--- config.mk ---
export PLATFORM = sky130hd
export DESIGN_NAME = block_spawn_scheduler
export DESIGN_NICKNAME = d
export VERILOG_FILES = /design/src/rtl/block_spawn_scheduler.sv
export SDC_FILE = /design/constraint.sdc
export NUM_CORES = 1
export LEC_CHECK = 0
export ABC_AREA = 1
export BUFFER_PORTS_ARGS = -buffer_cell sky130_fd_sc_hd__buf_2
export CAP_MARGIN = 5
export CELL_PAD_IN_SITES_DETAIL_PLACEMENT = 2
export CELL_PAD_IN_SITES_GLOBAL_PLACEMENT = 2
export CORE_MARGIN = 2
export CORE_UTILIZATION = 35
export DETAILED_ROUTE_END_ITERATION = 7
export GPL_TIMING_DRIVEN = 0
export PLACE_DENSITY = 0.91
export SLEW_MARGIN = 20
export SYNTH_ARGS = -nofsm -noshare
export SYNTH_HDL_FRONTEND = slang
export SYNTH_SLANG_ARGS = --single-unit
--- constraint.sdc ---
create_clock -name i_frame_clk -period 10.4 [get_ports i_frame_clk]
set_input_delay 2.6 -clock i_frame_clk [delete_from_list [all_inputs] [get_ports i_frame_clk]]
set_output_delay 2.6 -clock i_frame_clk [all_outputs]
set_load 0.01 [all_outputs]
--- src/rtl/block_spawn_scheduler.sv ---
// Falling-block spawn scheduler.
// One step per frame clock. The scheduler releases block slots at a fixed,
// level-dependent spacing onto random X columns. It recycles slots whose
// block falls off screen or hits the player, and it tracks lives and levels.
module block_spawn_scheduler #(
  parameter int N_SLOTS      = 4,
  parameter int LEVEL_BLOCKS = 16,
  parameter int GAP_INIT     = 60,
  parameter int GAP_STEP     = 8,
  parameter int GAP_MIN      = 16,
  parameter int X_MIN        = 40,
  parameter int LIVES_INIT   = 3
) (
  input  logic                   i_frame_clk,
  input  logic                   i_reset,
  input  logic                   i_restart,
  input  logic                   i_start,
  input  logic [N_SLOTS-1:0]     i_block_collision,
  input  logic [N_SLOTS-1:0]     i_block_end,
  output logic [N_SLOTS-1:0]     o_block_ready,
  output logic [N_SLOTS-1:0]     o_block_reset,
  output logic [10*N_SLOTS-1:0]  o_block_x_center,
  output logic [1:0]             o_lives,
  output logic [3:0]             o_level,
  output logic                   o_level_done,
  output logic                   o_game_over
);

  localparam int SW = $clog2(LEVEL_BLOCKS + 1);
  localparam int GW = $clog2(GAP_INIT + 1);
  localparam int IW = (N_SLOTS > 1) ? $clog2(N_SLOTS) : 1;

  typedef enum logic [1:0] {S_IDLE, S_PLAY, S_LEVEL_DONE, S_GAME_OVER} state_t;

  state_t                    r_state,      w_state;
  logic [N_SLOTS-1:0]        r_busy,       w_busy;
  logic [N_SLOTS-1:0]        r_blk_rst,    w_blk_rst;
  logic [N_SLOTS-1:0][9:0]   r_x,          w_x;
  logic [1:0]                r_lives,      w_lives;
  logic [3:0]                r_level,      w_level;
  logic [GW-1:0]             r_gap_reload, w_gap_reload;
  logic [GW-1:0]             r_gap_cnt,    w_gap_cnt;
  logic [SW-1:0]             r_spawned,    w_spawned;
  logic [9:0]                r_lfsr,       w_lfsr;

  logic [N_SLOTS-1:0]        w_hit, w_ret;
  logic [7:0]                w_hits;
  logic [1:0]                w_lives_dec;
  logic [IW-1:0]             w_idx;
  logic                      w_found;
  logic [9:0]                w_rand;

  // Next-state and datapath: retire, lives, release, and level/game transitions
  always_comb begin
    w_state      = r_state;
    w_busy       = r_busy;
    w_blk_rst    = '0;
    w_x          = r_x;
    w_lives      = r_lives;
    w_level      = r_level;
    w_gap_reload = r_gap_reload;
    w_gap_cnt    = r_gap_cnt;
    w_spawned    = r_spawned;
    w_lfsr       = {r_lfsr[8:0], r_lfsr[9] ^ r_lfsr[6]};

    // Only busy slots react to their flags; collision wins over end for lives.
    w_hit  = r_busy & i_block_collision;
    w_ret  = r_busy & (i_block_collision | i_block_end);
    w_rand = 10'(X_MIN) + {1'b0, r_lfsr[8:0]};

    w_hits = '0;
    for (int i = 0; i < N_SLOTS; i++) w_hits = w_hits + 8'(w_hit[i]);
    if ({6'b0, r_lives} <= w_hits) w_lives_dec = '0;
    else                           w_lives_dec = r_lives - w_hits[1:0];

    // Lowest-index slot that was free at the start of the cycle. A slot
    // retired this cycle is still busy here, so it waits one frame.
    w_idx   = '0;
    w_found = 1'b0;
    for (int i = N_SLOTS - 1; i >= 0; i--) begin
      if (!r_busy[i]) begin
        w_idx   = IW'(i);
        w_found = 1'b1;
      end
    end

    case (r_state)
      S_IDLE: begin
        if (i_start) begin
          w_state   = S_PLAY;
          w_gap_cnt = '0;
          w_spawned = '0;
        end
      end
      S_PLAY: begin
        w_busy    = r_busy & ~w_ret;
        w_blk_rst = w_ret;
        w_lives   = w_lives_dec;
        if (w_hits != 8'd0 && w_lives_dec == 2'd0) begin
          // Out of lives: abandon every slot still on screen.
          w_state   = S_GAME_OVER;
          w_blk_rst = r_busy;
          w_busy    = '0;
        end else if (r_spawned == SW'(LEVEL_BLOCKS) && r_busy == '0) begin
          w_state = S_LEVEL_DONE;
        end else if (r_gap_cnt == '0 && r_spawned < SW'(LEVEL_BLOCKS) && w_found) begin
          w_busy[w_idx] = 1'b1;
          w_x[w_idx]    = w_rand;
          w_spawned     = r_spawned + SW'(1);
          w_gap_cnt     = r_gap_reload - GW'(1);
        end else if (r_gap_cnt != '0) begin
          w_gap_cnt = r_gap_cnt - GW'(1);
        end
      end
      S_LEVEL_DONE: begin
        if (i_start) begin
          w_state   = S_PLAY;
          w_spawned = '0;
          w_gap_cnt = '0;
          if (r_level != 4'd15) w_level = r_level + 4'd1;
          if (r_gap_reload >= GW'(GAP_MIN + GAP_STEP)) w_gap_reload = r_gap_reload - GW'(GAP_STEP);
          else                                         w_gap_reload = GW'(GAP_MIN);
        end
      end
      default: ; // GAME_OVER holds until restart
    endcase
  end

  // State register; reset and restart both reinitialise the whole game
  always_ff @(posedge i_frame_clk) begin
    if (i_reset || i_restart) begin
      r_state      <= S_IDLE;
      r_busy       <= '0;
      r_blk_rst    <= '1;
      r_x          <= {N_SLOTS{10'(X_MIN)}};
      r_lives      <= 2'(LIVES_INIT);
      r_level      <= 4'd1;
      r_gap_reload <= GW'(GAP_INIT);
      r_gap_cnt    <= '0;
      r_spawned    <= '0;
      r_lfsr       <= 10'h001;
    end else begin
      r_state      <= w_state;
      r_busy       <= w_busy;
      r_blk_rst    <= w_blk_rst;
      r_x          <= w_x;
      r_lives      <= w_lives;
      r_level      <= w_level;
      r_gap_reload <= w_gap_reload;
      r_gap_cnt    <= w_gap_cnt;
      r_spawned    <= w_spawned;
      r_lfsr       <= w_lfsr;
    end
  end

  assign o_block_ready    = r_busy;
  assign o_block_reset    = r_blk_rst;
  assign o_block_x_center = r_x;
  assign o_lives          = r_lives;
  assign o_level          = r_level;
  assign o_level_done     = (r_state == S_LEVEL_DONE);
  assign o_game_over      = (r_state == S_GAME_OVER);

endmodule

# ---- After elaboration in Yosys (flattened, before gate mapping)
# Index checks and enable logic that the tools add are counted.
dict set report totals {
  ff_bits 83
}
dict set report classes {
  add_sub_neg 10
  n_lt_le_gt_ge 5
  eq_ne 11
  n_mux 35
  bitwise 9
  n_reduce_logical 20
}
# op n
set ops {}
lappend ops {{$bwmux 40} 1}
lappend ops {{$mux 6} 6}
lappend ops {{$demux 10 s2} 1}
lappend ops {{$mux 4} 5}
lappend ops {{$mux 5} 4}
lappend ops {{$mux 2} 8}
lappend ops {{$and 4x4->4} 3}
lappend ops {{$pmux 6 s2} 1}
lappend ops {{$sub 6x1->6 const B} 2}
lappend ops {{$add 6x9->10 const A} 1}
lappend ops {{$mux 10} 1}
lappend ops {{$pmux 5 s2} 1}
lappend ops {{$reduce_and 5->1} 2}
lappend ops {{$or 4x4->4} 2}
lappend ops {{$reduce_bool 8->1} 1}
lappend ops {{$ge 6x5->1 const B} 1}
lappend ops {{$logic_not 6->1} 1}
lappend ops {{$ne 2x2->1 const B} 3}
lappend ops {{$ne 3x3->1 const B} 2}
lappend ops {{$reduce_and 3->1} 2}
lappend ops {{$reduce_bool 6->1} 1}
lappend ops {{$sub 6x4->6 const B} 1}
lappend ops {{$add 5x1->5 const B} 1}
lappend ops {{$eq 5x5->1 const B} 1}
lappend ops {{other kinds (27)} 38}

# ---- Logic depth before layout (Yosys ltp)
dict set report depth {
  ltp_word 12
  depth_mapped 17
  depth_no_buf 17
}

# ---- Least setup slack after synthesis
# No wires, ideal clock.
dict set report synth_timing {
  path_kind {input -> register}
  from {in i_block_collision[0]}
  to {reg r_spawned[2]}
  setup_ns 0.126
  t_arrival_ns 5.103
  required_time_ns 10.274
  setup_slack_ns 5.171
  path_stages 15
  path_buffers 0
  path_cell_list {nand2_1 > inv_1 > fa_1 > ha_1 > ha_1 > fa_1 > nand3b_1 > inv_1 > nor2_1 > nand2_1 > nand3_4 > inv_2 > nand2_1 > xor2_1 > nor2_1}
}
dict set report synth_between {
  elab_chain_cells 10
}
# element line_no
set synth_lines {}
lappend synth_lines {{from (decl)} 18} ;# input logic [N_SLOTS-1:0] i_block_collision,
lappend synth_lines {{$and 4x4->4 (*)} 67} ;# w_hit = r_busy & i_block_collision;
lappend synth_lines {{$add 1x1->2 (*)} 72} ;# for (int i = 0; i < N_SLOTS; i++) w_hits = w_hits + 8'(w_hit[i]);
lappend synth_lines {{$add 2x1->3 (*)} 72}
lappend synth_lines {{$add 3x1->4 (*)} 72}
lappend synth_lines {{$le 2x4->1 / $sub 2x2->2 (equally long branches)} {73, 74}}
lappend synth_lines {{$mux 2} 73} ;# if ({6'b0, r_lives} <= w_hits) w_lives_dec = '0;
lappend synth_lines {{$logic_not 2->1} 99} ;# if (w_hits != 8'd0 && w_lives_dec == 2'd0) begin
lappend synth_lines {{$logic_and 1x1->1 (*)} 99}
lappend synth_lines {{$ne 2x2->1 (no line) (*)} --}
lappend synth_lines {{$reduce_and 5->1 (no line) (*)} --}
lappend synth_lines {{to (signal assigned)} 151} ;# r_spawned <= w_spawned;
lappend synth_lines {{to (decl)} 43} ;# logic [SW-1:0] r_spawned, w_spawned;
# Every way passes the cells marked *; elsewhere a longest branch is shown, timed or not.
# A chain may end at the register's enable or synchronous reset.

# ---- Worst setup path in the final report
# Ends and elaborated chain as after synthesis.

==> flow_summary.yaml <==
yosys:
  ys.flop_type: "dfxtp_1"
  postSynthCellCount: 436
  yosys.area.top_type: "dfxtp_1"
  synthTopCellsByArea: "dfxtp_1 44%, a211oi_2 6.1%, nand2_1 5.8%"
  yosysSeqAreaShare: 0.439
  synth.top_cell.area_share: 0.439
  synth-seq-cells: 81
  synth_async_sr_flop_share: 0
  yosys_warnings: 0
  synth_area_per_cell_um2: 8.47
  syn_area_um2: 3690
  syn_nets: 460
  synth_cell_type_count: 41
  synth-edff-count: 0
worst_setup_path:
  cpMaxStageDelayCell: "fa_1"
  cp_common_cell: "nand2_1"
  path_buf_inv: 4
  crit_fanout: 6
  cp-end-kind: "register"
  crit_required_ps: 10640
  cp_data_arrival_time_ps: 5840
  crit_family: "adder cells"
  path_class: "in -> reg"
  cp_slowest_stage_delay_ps: 530
  crit_chain: "buf_2, nand2_1, inv_1, fa_1, ha_1, ha_1, fa_1, nand3b_1, inv_1, nor2_1, nand2_1, nand3_4, inv_2, nand2_1, xor2_1, nor2_1"
  start_kind: "input port"
power:
  power.density_nw_per_um2: 142
  ir_worst_vdd_mv: 0.0700
  p_leak_nw: 1.91
  p_total_w: 0.000626
die:
  dieArea_um2: 11400
  initial_core_util: 0.359
  die_w_um: 107
  placementRows: 37
  core_area_um2: 10300
  ioPinCount: 68
  fp.dieH_um: 107
sta:
  rsz0062_at_grt: "no"
  finalHoldViolations: 0
  timing.fmax_mhz: 178
  holdWs_ps: 477
  slew_violations: 0
  setup_viol_count_final: 0
  period_share: 0.539
  tightest_slew_ps: 827
  slew_headroom: 0.449
  fin_skew_ps: 13.7
  period_needed_ps: 5600
  finalSetupTns_ps: 0
final_layout:
  diodes: 0
  mostFrequentLayoutCell: "dfxtp_1"
  nets: 538
  layout_common_cells: "81 x dfxtp_1, 67 x buf_2, 57 x nand2_1, 56 x nor2_1, 50 x inv_1"
  fillers: 1170
  fin_cells: 654
  layout-drive-gt1-share: 0.278
  multiInputGateArea_um2: 1730
  final_util: 0.430
  area_growth_pct: 19.6
  regArea_um2: 1620
cts:
  clk_latency_ps: 360
  cts.hold.buffers_added: 0
  postCtsSetupBuffers: 0
  cts-resized-gates: 0
  tritoncts: "yes"
  clk_pin_slew_ps: 90
  cts_root_buf: "clkbuf_8"
  cts.htree.levels: 3
  cts-buffers-inserted: 9
  ctsLongestPathBuffers: 2
  cts.sinks: 81
detailed_routing:
  drt-initial-drc-count: 96
  first_pass_iters: 4
  vias_per_cell: 5.19
  wirelength_um: 13900
  drc_errors: 0
  wl_per_cell_um: 21.3
  vias: 3391
  ant_nets: 0
placed_design:
  place_congestion: 0.834
  dp.cells: 639
  io_buffers: 67
  detailed_place_hpwl_um: 9450
global_route:
  antenna_found_initial: 0
  grt_usage: 0.251
  grt_pass1_wl_um: 22000
  grt_start_max_net_pins: 15
  grt_overflow: 0
  grt_pass1_vias: 3872
run_status:
  outcome: "complete, no violations"
min_path:
  min_path_type: "reg -> reg"
job:
  cap_violations: 0
-- through the flow --
stage / instance area (um^2) / worst slack [ps]
after global placement: 4200 / 4700
after detailed placement: 4200 / 4610
after CTS: 4410 / 4830
after global routing: 4410 / 4610
after floorplan: 3690 / 5170
final: 4410 / 4800
-- flip-flops by register name, indices dropped and copies added (netlist names) --
name / flops
o_level: 4
r_state: 2
o_block_reset: 4
r_gap_reload: 4
r_lfsr: 10
o_block_ready: 4
o_block_x_center: 40
r_spawned: 5
o_lives: 2
r_gap_cnt: 6
-- tightest hold or removal path, stage by stage, from the launching register on --
cell and delay (ps):
dfxtp_1 320, nand2_1 60, a21oi_1 60
-- worst paths after layout --
path	start	to	slack (ps)	depth (start not counted)
hold / removal	r_gap_cnt[4]	r_gap_cnt[4]	480	2
setup reg to reg	o_block_ready[1]	r_spawned[2]	6650	15
setup / recovery	i_block_collision[0]	r_spawned[2]	4800	16
hold reg to reg	r_gap_cnt[4]	r_gap_cnt[4]	480	2
-- Yosys cell counts, drive strengths merged (2+ instances only) --
master  number
nor3         2
fa           2
inv         60
ha          10
o211ai       7
buf          5
dfxtp       81
clkbuf       7
nand2       59
nand3       25
xor2         7
o21ai       35
nor2        71
xnor2        2
a21oi       25
nand4        3
o31ai        3
a31oi        3
clkinv       3
a211oi      20
-- power breakdown --
group | internal [W] | total [W] | leakage [nW] | switching (W)
clock | 0.000135 | 0.000264 | 0.102 | 0.000129
sequential | 0.000314 | 0.000316 | 0.656 | 0.00000224
combinational | 0.0000130 | 0.0000462 | 1.15 | 0.0000332
-- logic make-up after synthesis --
kind of cell / Yosys count / synth area share
and+or+nand+nor: 163 / 0.221
adders and majority gates: 12 / 0.0447
buffers and inverters: 75 / 0.0929
xor gates and xnor gates: 9 / 0.0213
DFF: 81 / 0.439
AOI/OAI and AO/OA: 96 / 0.181
-- routing by layer --
layer | wire length, um | part of all wire | vias up | track usage
li1 | - | - | 1580 | -
met1 | 5650 | 0.41 | 1719 | 0.284
met3 | 346 | 0.025 | 27 | 0.0255
met5 | 0 | 0 | - | 0
met2 | 7570 | 0.54 | 65 | 0.477
met4 | 361 | 0.026 | 0 | 0.103
-- final cells by class --
cell class                 instances  share of cell area
buffer                            12              0.0207
clock buffer                       9              0.0281
timing repair buffer              67              0.0760
clock inverter                     6              0.0210
sequential                        81               0.367
multi-input combinational        280               0.391
tap                              136              0.0385
inverter                          63              0.0570
Note: power is estimated with default switching activity, not from simulation.
